===== config.mk =====
export PLATFORM = sky130hd
export DESIGN_NAME = mag_cmp
export DESIGN_NICKNAME = d
export VERILOG_FILES = /design/src/rtl/mag_cmp_pkg.sv /design/src/rtl/mag_cmp_node.sv /design/src/rtl/mag_cmp.sv
export SDC_FILE = /design/constraint.sdc
export NUM_CORES = 1
export LEC_CHECK = 0
export BUFFER_PORTS_ARGS = -buffer_cell sky130_fd_sc_hd__buf_2
export CAP_MARGIN = 30
export CORE_AREA = 3 3 40 42
export DETAILED_ROUTE_END_ITERATION = 12
export DIE_AREA = 0 0 43 45
export PLACE_DENSITY = 0.43
export SLEW_MARGIN = 30
export SYNTH_ARGS = -nofsm -noshare
export SYNTH_HDL_FRONTEND = slang
export SYNTH_SLANG_ARGS = --single-unit

===== constraint.sdc =====
create_clock -name clk -period 0.8 [get_ports clk]
set_clock_uncertainty 0.15 [all_clocks]
set_input_delay 0.08 -clock clk [delete_from_list [all_inputs] [get_ports clk]]
set_output_delay 0.08 -clock clk [all_outputs]
set_load 0.01 [all_outputs]

===== src/rtl/mag_cmp_pkg.sv =====
// mag_cmp_pkg: shared types, result encodings and tree sizing helper for the
// mag_cmp unsigned magnitude comparator.
package mag_cmp_pkg;

  // One comparison result: g = "greater than", l = "less than".
  typedef struct packed {
    logic g;
    logic l;
  } cmp_t;

  localparam cmp_t CMP_EQ = 2'b00;
  localparam cmp_t CMP_LT = 2'b01;
  localparam cmp_t CMP_GT = 2'b10;

  // Number of tree levels needed so that split**depth >= width.
  // max_depth bounds the loop; ceil(log2(width)) is always enough for split >= 2.
  function automatic int tree_depth(input int width, input int split,
                                    input int max_depth);
    int depth;
    int span;
    depth = 0;
    span  = 1;
    for (int i = 0; i < max_depth; i++) begin
      if (span < width) begin
        span  = span * split;
        depth = depth + 1;
      end
    end
    return depth;
  endfunction

endpackage


===== src/rtl/mag_cmp_node.sv =====
// mag_cmp_node: combinational tree node. Merges SPLIT child results ordered
// LSB..MSB; the most-significant child that is not "equal" decides.
module mag_cmp_node
  import mag_cmp_pkg::*;
#(
  parameter int SPLIT = 2
) (
  input  cmp_t kids_i [SPLIT],
  output cmp_t res_o
);

  // Walk LSB to MSB so a later (more significant) unequal child overrides.
  always_comb begin
    res_o = CMP_EQ;
    for (int i = 0; i < SPLIT; i++) begin
      if (kids_i[i] != CMP_EQ) begin
        res_o = kids_i[i];
      end
    end
  end

endmodule


===== src/rtl/mag_cmp.sv =====
// mag_cmp: parameterizable unsigned magnitude comparator (val vs rfr).
// Bit leaves feed a SPLIT-ary combinational tree; the root result is
// registered once together with the valid qualifier.
// Optional MAG_CMP_EQU_EN adds a registered equality output `equ`.
module mag_cmp
  import mag_cmp_pkg::*;
#(
  parameter int WIDTH = 4,
  parameter int SPLIT = 2
) (
  input  logic             clk,
  input  logic             rst_n,
  input  logic             vld_i,
  input  logic [WIDTH-1:0] val,
  input  logic [WIDTH-1:0] rfr,
  output logic             vld_o,
  output logic             grt,
  output logic             lst
`ifdef MAG_CMP_EQU_EN
  ,
  output logic             equ
`endif
);

  localparam int WIDTH_LOG = $clog2(WIDTH);
  localparam int SPLIT_LOG = $clog2(SPLIT);
  localparam int DEPTH     = tree_depth(WIDTH, SPLIT, WIDTH_LOG);
  // Power-of-two radix reduces to a shift; other radices use the power.
  localparam int PAD_W     = (SPLIT == (1 << SPLIT_LOG)) ? (1 << (SPLIT_LOG * DEPTH))
                                                         : SPLIT ** DEPTH;

  genvar gi, gj, gk;

  // Leaves: one per padded bit position. Bits above WIDTH are implicit zeros
  // on both operands, so they always compare equal.
  cmp_t leaf [PAD_W];

  for (gi = 0; gi < PAD_W; gi++) begin : g_leaf
    if (gi < WIDTH) begin : g_real
      assign leaf[gi].g = val[gi] & ~rfr[gi];
      assign leaf[gi].l = ~val[gi] & rfr[gi];
    end else begin : g_pad
      assign leaf[gi] = CMP_EQ;
    end
  end

  // Tree levels: level gi reduces PAD_W/SPLIT**gi results to PAD_W/SPLIT**(gi+1).
  for (gi = 0; gi < DEPTH; gi++) begin : g_lvl
    localparam int N_OUT = PAD_W / (SPLIT ** (gi + 1));
    cmp_t res [N_OUT];

    for (gj = 0; gj < N_OUT; gj++) begin : g_node
      cmp_t kids [SPLIT];

      for (gk = 0; gk < SPLIT; gk++) begin : g_kid
        if (gi == 0) begin : g_from_leaf
          assign kids[gk] = leaf[gj * SPLIT + gk];
        end else begin : g_from_lvl
          assign kids[gk] = g_lvl[gi - 1].res[gj * SPLIT + gk];
        end
      end

      mag_cmp_node #(
        .SPLIT (SPLIT)
      ) u_node (
        .kids_i (kids),
        .res_o  (res[gj])
      );
    end
  end

  cmp_t root;

  if (DEPTH == 0) begin : g_root_leaf
    assign root = leaf[0];
  end else begin : g_root_tree
    assign root = g_lvl[DEPTH - 1].res[0];
  end

  logic vld_q, vld_d;
  cmp_t res_q, res_d;

  assign vld_d = vld_i;
  assign res_d = root;

  // Output stage: qualifier and result register every cycle, cleared by reset.
  always_ff @(posedge clk or negedge rst_n) begin
    if (!rst_n) begin
      vld_q <= 1'b0;
      res_q <= CMP_EQ;
    end else begin
      vld_q <= vld_d;
      res_q <= res_d;
    end
  end

  assign vld_o = vld_q;
  assign grt   = res_q.g;
  assign lst   = res_q.l;

`ifdef MAG_CMP_EQU_EN
  logic equ_q, equ_d;

  assign equ_d = ~(root.g | root.l);

  // Equality flag registered alongside grt/lst from the same sampled operands.
  always_ff @(posedge clk or negedge rst_n) begin
    if (!rst_n) begin
      equ_q <= 1'b0;
    end else begin
      equ_q <= equ_d;
    end
  end

  assign equ = equ_q;
`endif

endmodule


# Word-level counts from Yosys, hierarchy flattened
# Cells that the tools add are included.
dict set report word_totals {
  reg_bits 3
  latchBits 0
  mem_bits_rw 0
  mem_bits_ro 0
  in_bits 11
  wordCells 31
  mem_count 0
}
dict set report op_classes {
  n_addsub 0
  n_mul 0
  n_div 0
  n_lt_le_gt_ge 0
  eq_ne 0
  shifts 0
  n_mux 6
  n_bitwise 16
  n_reduce_logical 6
}
# op n
set op_table {}
lappend op_table {{$mux W2} 6}
lappend op_table {{$reduce_bool A2 Y1} 6}
lappend op_table {{$and A1 B1 Y1} 8}
lappend op_table {{$not A1 Y1} 8}

# Longest topological paths before layout
# Gate-level depths: netlist of the first run.
dict set report depth {
  depth_word 8
  ltp_mapped 5
  mapped_depth_nobuf 5
}

# Cells and area by module
# Synthesis of the first run repeated with hierarchy kept, for this count alone.
dict set report unflattened {
  hier_cells 23
  hier_area_um2 185.2
}
# mod n_inst cells_per_inst area_each_um2
set modules_own_cells {}
lappend modules_own_cells {mag_cmp 1 11 125.1}
lappend modules_own_cells {mag_cmp_node 3 4 20.0}

# Worst setup path after synthesis of the first run
# No wires, ideal clock.
dict set report synth_timing {
  path_kind {in2reg}
  start {in val[1]}
  end {reg res_q, in the netlist grt}
  setup_time_ps 134
  t_arrival_ps 908
  setup_slack_ps -392
  path_stages 5
  path_cell_list {inv_1 -> ha_1 -> and3b_1 -> o31ai_2 -> a32oi_1}
}
# element line
set synth_rtl {}
lappend synth_rtl {{start, declared} mag_cmp.sv:14} ;# input logic [WIDTH-1:0] val,
lappend synth_rtl {{end signal, assigned} mag_cmp.sv:93} ;# res_q <= res_d;
lappend synth_rtl {{end, declared} mag_cmp.sv:81} ;# cmp_t res_q, res_d;

==> metrics.txt, run 1 <==
clock buffer depth 2; violated checks negative setup slack; final critical-path share of the clock period 128%; final-stage net count 61; vias per cell 4.18; fraction of layout instances using a drive strength above 1 51.1%; Seq cells post-synth 3; Clock Pin Slew Worst Setup and Hold Paths 0.04 ns; Yosys warning total 0; sequential cell area fraction in the yosys report 30.9%; combined buffer and inverter count along the critical path 2; mean cell area of the mapped netlist 9.71 um^2; I/O pins 14; DRC violation count after routing 0; global-route wire length before repair 883 um; number of antenna violations at the first check in global routing 0; top cells by area, synth dfrtp_1, ha_1, inv_1, o31ai_2, o311a_1; Adder-Cell Fraction of Synth Area 20.6%; non-filler instance count after layout 60; Mapped Area 243 um^2; count of input and output buffers 13; setup slack after layout -0.228 ns; chip width 43 um; post-CTS setup repair buffer count 0; WL per Instance 9.45 um; combinational family with the most area after synthesis compound AO/OA/AOI/OAI gates; highest clock frequency the design can meet 973 MHz; CTS tree done; remaining antenna violation count after routing 0; minimum period implied by the final worst setup slack 1.03 ns; parity-gate share of the synthesized area counting xor and xnor cells 0%; post-layout util 32.8%; gate count of the mapped netlist 25; Die ar. 0.00194 mm^2; area added between synthesis and finish 73.7%; total chip power 615 uW; required time of the critical path 0.75 ns; core area 0.00128 mm^2; critical path fanouts, max 4; Die Y 45 um; longest individual stage delay on the worst path 0.36 ns; Power Density 1460 mW/mm^2; reported max-cap violation count 0; Site Rows 13; RSZ-0062 raised after global routing true; Max-slew headroom 88.1%; final-report setup violation count 5; Root Driver clkbuf_4; reported leakage power 0.000217 uW; measured slew at the worst slew-check pin 0.179 ns; initial drt markers 1; peak ir drop on the vdd network 0.308 mV; CP Cell Sequence buf_8, inv_4, ha_4, nand3b_1, a21oi_2, o311a_1; number of distinct library cell variants in the gate-level netlist after synthesis 16; multiplexer share of the synthesized area 0%; CTS buffer count 3; startpoint-to-endpoint class of the critical path input pin to flop; nature of the critical path startpoint input pin; worst min-delay path category input pin to async pin; number of pins exceeding their max-slew limit in the final report 0; overall via count from detail_route 251; Sinks on Clock Net 3; # diodes 0; via count of the first global-routing pass 263; result of the run finished, violations left; fraction of the mapped netlist area in compound gates 23.7%; final RePlAce weighted congestion 0.767; Post-Route Hold Slack 0.0256 ns; starting density of the core 18.9%; total nets after synthesis 40; portion of synthesized cell area occupied by the leading cell type 30.9%; instance area after placement 349 um^2; Non-Filler Cell Area, Final 422 um^2; arrival time worst endpoint 0.98 ns; final hold viol count 0; pin count of the biggest net entering global routing 6; detailed-routing iteration count for the pre-antenna-repair pass 2; total routing usage reported by global routing 6.58%; simple logic cell fraction of the synthesized area 17.0%; number of cells after detailed placement 54; final WL 567 um; kind of end point of the critical path flop; sum of overflow across all layers after global routing 0; top cell family by delay on the critical path compound AO/OA/AOI/OAI gates; Yosys top cell by area dfrtp_1; number of H-tree levels 1; crit path max-delay cell type o311a_1
[synth_stat cells]
| cell | count |
|---|---|
| a21oi_1 | 1 |
| a32oi_1 | 1 |
| and2b_1 | 1 |
| and3b_1 | 1 |
| dfrtp_1 | 3 |
| ha_1 | 4 |
| inv_1 | 5 |
| nand2b_2 | 1 |
| nand3_1 | 1 |
| nand3b_1 | 1 |
| nor2_1 | 1 |
| o2111ai_1 | 1 |
| o21ai_1 | 1 |
| o21bai_1 | 1 |
| o311a_1 | 1 |
| o31ai_2 | 1 |
[flip-flops by register name, indices dropped and copies added, names as in the netlist]
signal / count
grt: 1
lst: 1
vld_o: 1
[worst max path at each step]
| stage | start | end | slack (ns) | cells past startpoint |
|---|---|---|---|---|
| floorplan | rfr[1] | grt | -0.32 | 4 |
| global placement | val[1] | grt | -0.49 | 6 |
| detailed placement | val[1] | grt | -0.51 | 6 |
| CTS | val[1] | grt | -0.22 | 6 |
| global route | val[1] | grt | -0.28 | 6 |
| finish | val[1] | lst | -0.23 | 6 |
[area by class of cell]
type,count,area [um^2]
clock buffers,4,26.3
well taps,15,18.8
repair buffers,16,109
multi-input cells,17,171
flip-flops and latches,3,75.1
fillers,140,863
inverters,5,21.3
[placed cells by master, fill, tap and decap left out, drive strengths merged]
cell	n
dfrtp	3
o311a	1
inv	5
a21oi	1
nand2b	1
o31ai	1
and3b	1
dlygate4sd3	2
nand3b	1
o21bai	1
o21ai	1
nand3	1
buf	14
clkbuf	4
and2b	1
ha	4
nor2	1
o2111ai	1
a32oi	1
[per-stage QoR]
stage / setup TNS [ns] / worst slack [ns]
global route: -1.02 / -0.277
global placement: -0.924 / -0.487
floorplan: -0.570 / -0.315
finish: -0.860 / -0.228
detailed placement: -0.965 / -0.506
CTS: -0.855 / -0.222
[where the power goes]
group          total [uW]  leakage, uW  switching, uW  internal, uW
sequential            175    0.0000354           3.82           171
combinational         181     0.000167           80.6           101
clock                 258    0.0000150           71.9           186
[per-layer routing]
layer / track usage, % / vias up / wire, um
li1: - / 129 / -
met1: 6.28 / 112 / 226
met2: 10.5 / 10 / 287
met3: 3.59 / 0 / 54
met4: 5.42 / 0 / 0
met5: 0 / - / 0
[cell families after synthesis]
| kind of cell | count (synthesis) |
|---|---|
| DFF | 3 |
| buffers and inverters | 5 |
| and+or+nand+nor | 6 |
| adders and majority gates | 4 |
| AOI/OAI and AO/OA | 7 |
[repair_timing]
action / CTS / global route
resized for setup: 3 / 4
pin swaps: 4 / 4
hold buffers: 2 / 0
hold endpoints to repair: 4 / 0
endpoints found under the setup margin: 5 / 5
Power figures use the tool's default switching activity.
==> inputs of run 2 (changes only) <==
==> constraint.sdc (replaced) <==
create_clock -name clk -period 1.1 [get_ports clk]
set_clock_uncertainty 0.15 [all_clocks]
set_input_delay 0.11 -clock clk [delete_from_list [all_inputs] [get_ports clk]]
set_output_delay 0.11 -clock clk [all_outputs]
set_load 0.1 [all_outputs]
==> run 2 against run 1 <==
The flow now finishes without violations. Critical path depth decreased by 5. Core utilization increased by 3.3 points. Global-route usage is 1.6 points higher. Cell count increased by 1.7%. Sequential power shrank 21%.
==> metrics.txt, run 2 (synthesis gave the netlist of run 1 again) <==
arrival time worst endpoint 0.81 ns; Sinks on Clock Net 3; Internal 378 uW; remaining antenna violation count after routing 0; core area 0.00128 mm^2; vias per cell 4.21; final hold viol count 0; minimum period implied by the final worst setup slack 1.07 ns; Root Driver clkbuf_4; result of the run finished, final reports clean; setup slack after layout 0.0295 ns; number of cells after detailed placement 55; Die Y 45 um; RSZ-0062 raised after global routing true; critical path fanouts, max 1; longest individual stage delay on the worst path 0.41 ns; crit path max-delay cell type dfrtp_2; overall via count from detail_route 257; count of input and output buffers 13; combined buffer and inverter count along the critical path 1; clock buffer depth 2; top cell family by delay on the critical path flip-flops; CTS tree done; # diodes 0; switching power 220 uW; I/O pins 14; post-CTS setup repair buffer count 0; fraction of layout instances using a drive strength above 1 54.3%; highest clock frequency the design can meet 934 MHz; final-report setup violation count 0; initial drt markers 3; Site Rows 13; starting density of the core 18.9%; final WL 584 um; required time of the critical path 0.84 ns; via count of the first global-routing pass 262; Die ar. 0.00194 mm^2; CTS buffer count 3; nature of the critical path startpoint flop; area added between synthesis and finish 91.2%; pin count of the biggest net entering global routing 5; number of H-tree levels 1; CP Cell Sequence buf_12; kind of end point of the critical path primary output; final-stage net count 62; DRC violation count after routing 0; Max-slew headroom 88.9%; final critical-path share of the clock period 97.3%; switching power share of the total 36.8%; Power Density 1290 mW/mm^2; most common library cell in the layout ignoring fill and taps buf_2; total half-perimeter wirelength after legalization and detailed placement 513 um; non-filler instance count after layout 61; relative contribution of the clock network to total power 32.0%; detailed-routing iteration count for the pre-antenna-repair pass 3; Clock Pin Slew Worst Setup and Hold Paths 0.04 ns; combinational group share of total power 45.0%; highest-count cells in the layout ignoring fill and taps buf_2, inv_1, ha_1, clkbuf_4, buf_12; chip width 43 um; measured slew at the worst slew-check pin 0.165 ns; portion of total power attributed to sequential cells 23.0%; WL per Instance 9.57 um; reported leakage power 0.000229 uW; global-route wire length before repair 1040 um; peak ir drop on the vdd network 0.414 mV; startpoint-to-endpoint class of the critical path flop to primary output; reported max-cap violation count 0; total routing usage reported by global routing 8.17%; number of filler cells placed in the layout 138; worst min-delay path category input pin to flop; pre-CTS WS -0.227 ns; final RePlAce weighted congestion 0.758; number of antenna violations at the first check in global routing 0; sum of overflow across all layers after global routing 0; number of pins exceeding their max-slew limit in the final report 0
## run 2: changes by cell type in the layout (fill, tap and decap cells not counted), sizes merged
cell and delta:
buf +1
## run 2: repair_timing
action                                  4_1_cts  5_1_grt
resized for setup                             0        4
hold buffers                                  2        0
hold endpoints to repair                      4        0
endpoints found under the setup margin        0        2
## run 2: layout make-up
class                      count  area [um^2]  area share [%]
multi-input combinational     17          163            35.0
timing repair buffer          17          158            34.0
sequential                     3         77.6            16.7
clock buffer                   4         26.3            5.66
inverter                       5         21.3            4.58
tap                           15         18.8            4.04
## run 2: worst paths after layout
path,startpoint,endpoint,cells past startpoint
max in group asynchronous,rst_n,lst,2
min in group asynchronous,rst_n,grt,2
hold / removal,rfr[2],grt,4
setup / recovery,vld_o,vld_o,1
## run 2: per-layer routing
layer  GRT usage, %  part of all wire (%)  vias to the layer above
li1               -                     -                      133
met1           7.51                    38                      113
met2           12.9                    51                       11
met3           4.78                    11                        0
met4           7.23                     0                        0
met5              0                     0                        -
## run 2: per-stage QoR
step	setup TNS [ns]	util (%)	total power (uW)	hold WS [ns]	area [um^2]
after floorplan	-0.0884	-	288	-0.336	260
after global placement	-0.376	31.5	395	-0.244	404
after detailed placement	-0.401	31.5	399	-0.240	404
after CTS	0	35.1	610	0.0467	450
after global routing	-0.00622	36.1	645	0.0545	464
final	0	36.1	599	0.0399	464
## run 2: power groups by stage
stage | clock, uW | sequential, uW | combinational (uW)
floorplan | 0 | 233 | 55.0
global route | 221 | 139 | 286
global placement | 0 | 139 | 256
finish | 192 | 138 | 269
detailed placement | 0 | 140 | 260
CTS | 206 | 138 | 266
